`src/rtl/mem_stage_access_pkg.sv`:
```
// Shared pipeline definitions for the MEM stage: access FSM states and the
// MEM/WB control bundle.
package mem_stage_access_pkg;

    localparam int DATA_W     = 32;
    localparam int REG_ADDR_W = 5;

    typedef enum logic [1:0] {
        IDLE  = 2'd0,
        ISSUE = 2'd1,
        WAIT  = 2'd2
    } state_t;

    // Data travels beside this bundle so each instance can size it freely.
    typedef struct packed {
        logic                  reg_write;
        logic                  mem_to_reg;
        logic [REG_ADDR_W-1:0] wb_addr;
    } mem_wb_t;

endpackage

```
`src/rtl/mem_stage_access.sv`:
```
// MEM stage: consumes EX/MEM requests, drives a single-port low-active data
// SRAM with fixed read latency and produces the registered MEM/WB bundle.
module mem_stage_access #(
    parameter int RD_LAT = 2,
    parameter int ADDR_W = 10,
    parameter int DATA_W = mem_stage_access_pkg::DATA_W
) (
    input  logic              clk,
    input  logic              rst_n,
    input  logic              req_valid_i,
    input  logic              mem_read_n_i,
    input  logic              mem_write_n_i,
    input  logic [31:0]       addr_i,
    input  logic [DATA_W-1:0] wdata_i,
    input  logic              reg_write_i,
    input  logic              mem_to_reg_i,
    input  logic [4:0]        wb_addr_i,
    output logic              stall_o,
    output logic              sram_cs_n_o,
    output logic              sram_we_n_o,
    output logic [ADDR_W-1:0] sram_addr_o,
    output logic [DATA_W-1:0] sram_wdata_o,
    input  logic [DATA_W-1:0] sram_rdata_i,
    output logic              wb_valid_o,
    output logic              reg_write_o,
    output logic              mem_to_reg_o,
    output logic [4:0]        wb_addr_o,
    output logic [DATA_W-1:0] wb_data_o
);

    import mem_stage_access_pkg::*;

    localparam int CNT_W = $clog2(RD_LAT + 1);

    state_t            state_r;
    logic [CNT_W-1:0]  cnt_r;
    logic [31:0]       req_addr_r;
    mem_wb_t           req_ctrl_r;
    logic              req_store_r;
    logic              stall_s;

    logic              sram_cs_n_r;
    logic              sram_we_n_r;
    logic [ADDR_W-1:0] sram_addr_r;
    logic [DATA_W-1:0] sram_wdata_r;
    logic              wb_valid_r;
    logic              reg_write_r;
    logic              mem_to_reg_r;
    logic [4:0]        wb_addr_r;
    logic [DATA_W-1:0] wb_data_r;

    // Upstream hold; must react in the accepting cycle, so it is decoded from state and request.
    always_comb begin
        stall_s = 1'b0;
        if (!rst_n) begin
            stall_s = 1'b0;
        end else begin
            case (state_r)
                IDLE:    stall_s = req_valid_i & (~mem_read_n_i | ~mem_write_n_i);
                ISSUE:   stall_s = ~req_store_r;
                WAIT:    stall_s = (cnt_r != {CNT_W{1'b0}});
                default: stall_s = 1'b0;
            endcase
        end
    end

    // Access FSM, latency counter, registered SRAM strobes and MEM/WB bundle.
    always_ff @(posedge clk) begin
        if (!rst_n) begin
            state_r      <= IDLE;
            cnt_r        <= {CNT_W{1'b0}};
            req_addr_r   <= 32'h0000_0000;
            req_ctrl_r   <= '{reg_write: 1'b0, mem_to_reg: 1'b0, wb_addr: 5'd0};
            req_store_r  <= 1'b0;
            sram_cs_n_r  <= 1'b1;
            sram_we_n_r  <= 1'b1;
            sram_addr_r  <= {ADDR_W{1'b0}};
            sram_wdata_r <= {DATA_W{1'b0}};
            wb_valid_r   <= 1'b0;
            reg_write_r  <= 1'b0;
            mem_to_reg_r <= 1'b0;
            wb_addr_r    <= 5'd0;
            wb_data_r    <= {DATA_W{1'b0}};
        end else begin
            sram_cs_n_r <= 1'b1;
            sram_we_n_r <= 1'b1;
            wb_valid_r  <= 1'b0;
            case (state_r)
                IDLE: begin
                    if (req_valid_i) begin
                        req_addr_r  <= addr_i;
                        req_ctrl_r  <= '{reg_write: reg_write_i, mem_to_reg: mem_to_reg_i,
                                         wb_addr: wb_addr_i};
                        req_store_r <= ~mem_write_n_i;
                        if (!mem_write_n_i || !mem_read_n_i) begin
                            state_r     <= ISSUE;
                            sram_cs_n_r <= 1'b0;
                            sram_we_n_r <= mem_write_n_i;
                            sram_addr_r <= addr_i[ADDR_W+1:2];
                            if (!mem_write_n_i) begin
                                sram_wdata_r <= wdata_i;
                            end
                        end else begin
                            wb_valid_r   <= 1'b1;
                            reg_write_r  <= reg_write_i;
                            mem_to_reg_r <= mem_to_reg_i;
                            wb_addr_r    <= wb_addr_i;
                            wb_data_r    <= DATA_W'(addr_i);
                        end
                    end
                end
                ISSUE: begin
                    if (req_store_r) begin
                        state_r      <= IDLE;
                        wb_valid_r   <= 1'b1;
                        reg_write_r  <= req_ctrl_r.reg_write;
                        mem_to_reg_r <= req_ctrl_r.mem_to_reg;
                        wb_addr_r    <= req_ctrl_r.wb_addr;
                        wb_data_r    <= DATA_W'(req_addr_r);
                    end else begin
                        state_r <= WAIT;
                        cnt_r   <= CNT_W'(RD_LAT - 1);
                    end
                end
                WAIT: begin
                    // Count reaches zero in the cycle the read data is valid.
                    if (cnt_r == {CNT_W{1'b0}}) begin
                        state_r      <= IDLE;
                        wb_valid_r   <= 1'b1;
                        reg_write_r  <= req_ctrl_r.reg_write;
                        mem_to_reg_r <= req_ctrl_r.mem_to_reg;
                        wb_addr_r    <= req_ctrl_r.wb_addr;
                        wb_data_r    <= sram_rdata_i;
                    end else begin
                        cnt_r <= cnt_r - CNT_W'(1);
                    end
                end
                default: begin
                    state_r <= IDLE;
                end
            endcase
        end
    end

    assign stall_o      = stall_s;
    assign sram_cs_n_o  = sram_cs_n_r;
    assign sram_we_n_o  = sram_we_n_r;
    assign sram_addr_o  = sram_addr_r;
    assign sram_wdata_o = sram_wdata_r;
    assign wb_valid_o   = wb_valid_r;
    assign reg_write_o  = reg_write_r;
    assign mem_to_reg_o = mem_to_reg_r;
    assign wb_addr_o    = wb_addr_r;
    assign wb_data_o    = wb_data_r;

endmodule

```
`config.mk`:
```
export PLATFORM = sky130hd
export DESIGN_NAME = mem_stage_access
export DESIGN_NICKNAME = d
export VERILOG_FILES = /design/src/rtl/mem_stage_access_pkg.sv /design/src/rtl/mem_stage_access.sv
export SDC_FILE = /design/constraint.sdc
export NUM_CORES = 1
export LEC_CHECK = 0
export CAP_MARGIN = 15
export CORE_MARGIN = 4
export CORE_UTILIZATION = 41
export DETAILED_ROUTE_END_ITERATION = 8
export GPL_TIMING_DRIVEN = 0
export PLACE_DENSITY = 0.75
export SLEW_MARGIN = 5
export SYNTH_ARGS = -nofsm -noshare
export SYNTH_HDL_FRONTEND = slang
export SYNTH_SLANG_ARGS = --single-unit
```
`constraint.sdc`:
```
create_clock -name clk -period 1.95 [get_ports clk]
set_input_delay 0.39 -clock clk [delete_from_list [all_inputs] [get_ports clk]]
set_output_delay 0.39 -clock clk [all_outputs]
set_load 0.05 [all_outputs]
```
==> impl_metrics.env <==
export IMPL_grt_pass1_vias=5592
export IMPL_seq_area_sq_um=2570
export IMPL_dpl_cell_area_sq_um=7560
export IMPL_cp_arrival_ns=1.61
export IMPL_post_drt_via_cell_ratio=5.20
export IMPL_grtUsageTotal_pct=23.0
export IMPL_clockRootBuffer="clkbuf_16"
export IMPL_antenna_found_initial=0
export IMPL_max_slew_margin_pct=59.7
export IMPL_power_density_nw_per_um2=990
export IMPL_final_hold_viol_count=0
export IMPL_synthToLayoutAreaGrowth_pct=52.6
export IMPL_ys_async_sr_fraction_pct=0
export IMPL_cts_tree="built"
export IMPL_max_slew_worst_pin_slew_ns=0.605
export IMPL_synth_xor_area_share_pct=0
export IMPL_vias=5548
export IMPL_clk_pin_slew_ns=0.05
export IMPL_fin_ws_ns=-0.0536
export IMPL_dr_wl_met2_microns=8400
export IMPL_gp_congestion=0.889
export IMPL_h_tree_depth=4
export IMPL_overflow=0
export IMPL_synth_edff_count=0
export IMPL_final_core_util_pct=64.7
export IMPL_period_needed_ns=2.00
export IMPL_total_power_mw=8.19
export IMPL_ir_drop_mv=0.474
export IMPL_synth_fa_ha_area_share_pct=1.38
export IMPL_max_freq_mhz=499
export IMPL_drc=0
export IMPL_cp_endpoint="stall_o"
export IMPL_final_setup_tns_ns=-0.0536
export IMPL_place_ws_ns=-0.963
export IMPL_synth_top_family_by_area="compound AO/OA/AOI/OAI gates"
export IMPL_fin_crit_sh_pct=103
export IMPL_r2r_end="wb_addr_o[3]"
export IMPL_fp_row_count=41
export IMPL_cts_buffers=17
export IMPL_clk_insertion_delay_late_ns=0.41
export IMPL_fin_area_sq_um=8270
export IMPL_leakagePower_nw=3.70
export IMPL_timing_rr_start="state_r[0]"
export IMPL_hpwl_microns=12900
export IMPL_grt_max_degree=17
export IMPL_cap_violations=0
export IMPL_status="complete, but fails checks"
export IMPL_drive_gt1_share_pct=8.27
export IMPL_fp_dieH_microns=123
export IMPL_yosys_register_bits=128
export IMPL_layout_nets=996
export IMPL_syn_inst=663
export IMPL_die_w_microns=123
export IMPL_r2r_cells=8
export IMPL_drtPass1Iterations=8
export IMPL_yosys_warnings=0
export IMPL_pin_count=193
export IMPL_ctsHoldBuffers=0
export IMPL_top_layer_used="met4"
export IMPL_yosysSeqAreaShare_pct=47.3
export IMPL_wire_per_inst_microns=16.5
export IMPL_port_buffers=192
export IMPL_synth_simple_area_share_pct=16.0
export IMPL_multi_input_area_sq_um=2680
export IMPL_crit_fanout=5
export IMPL_drtIter0Drc=296
export IMPL_critPathKind="flip-flop to output pin"
export IMPL_drv_slew=0
export IMPL_ys_flop_type="dfxtp_1"
export IMPL_drtAntennaViolNets=0
export IMPL_layout_cells_non_filler=1067
export IMPL_synth_compound_area_share_pct=21.9
export IMPL_synth_fp_nets=777
export IMPL_initial_core_util_pct=42.4
export IMPL_antenna_cells=0
export IMPL_synth_cell_area_sq_um=5420
export IMPL_met1_length_microns=7180
export IMPL_placedCellCount=1027
export IMPL_violations="setup timing"
export IMPL_wirelength_microns=17700
export IMPL_die_area_sq_um=15100
export IMPL_clkSinkCount=128
export IMPL_required_ns=1.56
export IMPL_rsz0062_at_grt="yes"
export IMPL_clock_skew_ns=0.00533
export IMPL_route_met3_wl_microns=1780
export IMPL_setup_viol=1
export IMPL_cts_buffer_depth=2
export IMPL_ff2ff_setup_slack_ns=0.04
export IMPL_fp_coreArea_sq_um=12800
export IMPL_critical_path_startpoint="state_r[1]"
export IMPL_ys_types=29
export IMPL_synthMuxAreaShare_pct=8.84
export IMPL_holdWs_ns=0.452
export IMPL_start_kind="flip-flop"
export IMPL_n_fill_cell=1119
export IMPL_min_path_type="flip-flop to flip-flop"
export IMPL_grt_pass1_wl_microns=27300
export IMPL_avgSynthCellArea_sq_um=8.18
export IMPL_end_kind="output pin"
==> Yosys cell counts (2+ instances only) <==
| cell | count | area [sq um] |
|---|---|---|
| and2_1 | 2 | 12.5 |
| buf_1 | 8 | 30.0 |
| ha_1 | 6 | 75.1 |
| a21oi_1 | 85 | 425 |
| o21ai_0 | 44 | 220 |
| mux2_2 | 7 | 78.8 |
| mux2i_1 | 40 | 400 |
| buf_2 | 3 | 15.0 |
| nand2_1 | 196 | 736 |
| clkbuf_1 | 45 | 169 |
| inv_1 | 5 | 18.8 |
| a22oi_1 | 32 | 240 |
| a21o_1 | 32 | 240 |
| nor2_1 | 4 | 15.0 |
| nor2b_1 | 2 | 12.5 |
| nand3_1 | 12 | 60.1 |
| dfxtp_1 | 128 | 2560 |
==> routing by layer <==
metal / vias up / track usage (%)
li1: 2700 / -
met1: 2601 / 26.9
met2: 216 / 38.7
met3: 31 / 8.69
met4: 0 / 8.30
met5: - / 0
==> power breakdown <==
| part | internal (mW) | switching (mW) |
|---|---|---|
| Clock | 2.05 | 1.09 |
| Combinational | 0.776 | 1.30 |
| Sequential | 2.85 | 0.119 |
| Total | 5.67 | 2.52 |
==> area by class of cell <==
| type | instances | area share [%] |
|---|---|---|
| inverters | 5 | 0.287 |
| well taps | 172 | 2.60 |
| repair buffers | 203 | 23.5 |
| flip-flops and latches | 128 | 31.1 |
| clock buffers | 27 | 6.20 |
| plain buffers | 55 | 3.04 |
| clock inverters | 5 | 0.908 |
| multi-input cells | 472 | 32.4 |
==> cells by family after synthesis <==
group | Yosys count
compound gates | 199
simple gates | 220
mux | 47
buf+inv | 63
flops | 128
fa+ha+maj | 6
==> how the worst min path moves through the flow <==
stage                      from                to  depth (start not counted)
2_1_floorplan     req_ctrl_r[0]     req_ctrl_r[0]                          2
3_3_place_gp      req_ctrl_r[6]     req_ctrl_r[6]                          2
3_5_place_dp     req_addr_r[22]    req_addr_r[22]                          2
4_1_cts           req_ctrl_r[5]     req_ctrl_r[5]                          2
5_1_grt           req_addr_r[2]     req_addr_r[2]                          2
6_report       sram_wdata_o[20]  sram_wdata_o[20]                          2
==> critical path, stage by stage, from the launching register on <==
cell     delay [ns]
dfxtp_4        0.37
inv_4          0.08
ha_4           0.12
buf_6          0.09
nor2b_4        0.15
nor2_2         0.06
a21oi_2        0.15
buf_6          0.18
==> sequential cells by signal (all words and copies together), names as in the netlist, 2 cells and up <==
name,flops
wb_addr_o,5
sram_wdata_o,32
state_r,2
req_ctrl_r,7
cnt_r,2
sram_addr_o,10
wb_data_o,32
req_addr_r,32
==> cells in the final DEF, fill, tap and decap left out, drive strengths merged <==
cell,n
bufinv,2
a21o,32
dfxtp,128
a22oi,32
dlygate4sd2,74
a21oi,85
nor2b,2
inv,5
o21ba,1
mux2,7
or4b,1
nand3,12
dlymetal6s2s,11
mux2i,40
nor2,4
a22o,1
buf,25
a2111o,1
nand2,196
o32ai,1
clkdlybuf4s50,106
o311a,1
ha,6
clkinv,3
and2,2
nand2b,1
o21ai,44
a21bo,1
clkbuf,69
and3b,1
nand3b,1
==> repair_timing <==
action,CTS,global route
endpoints found under the setup margin,115,76
resized for setup,97,33
setup buffers,1,10
pin swaps,2,2
No activity file was read; power rests on OpenSTA's default activity.
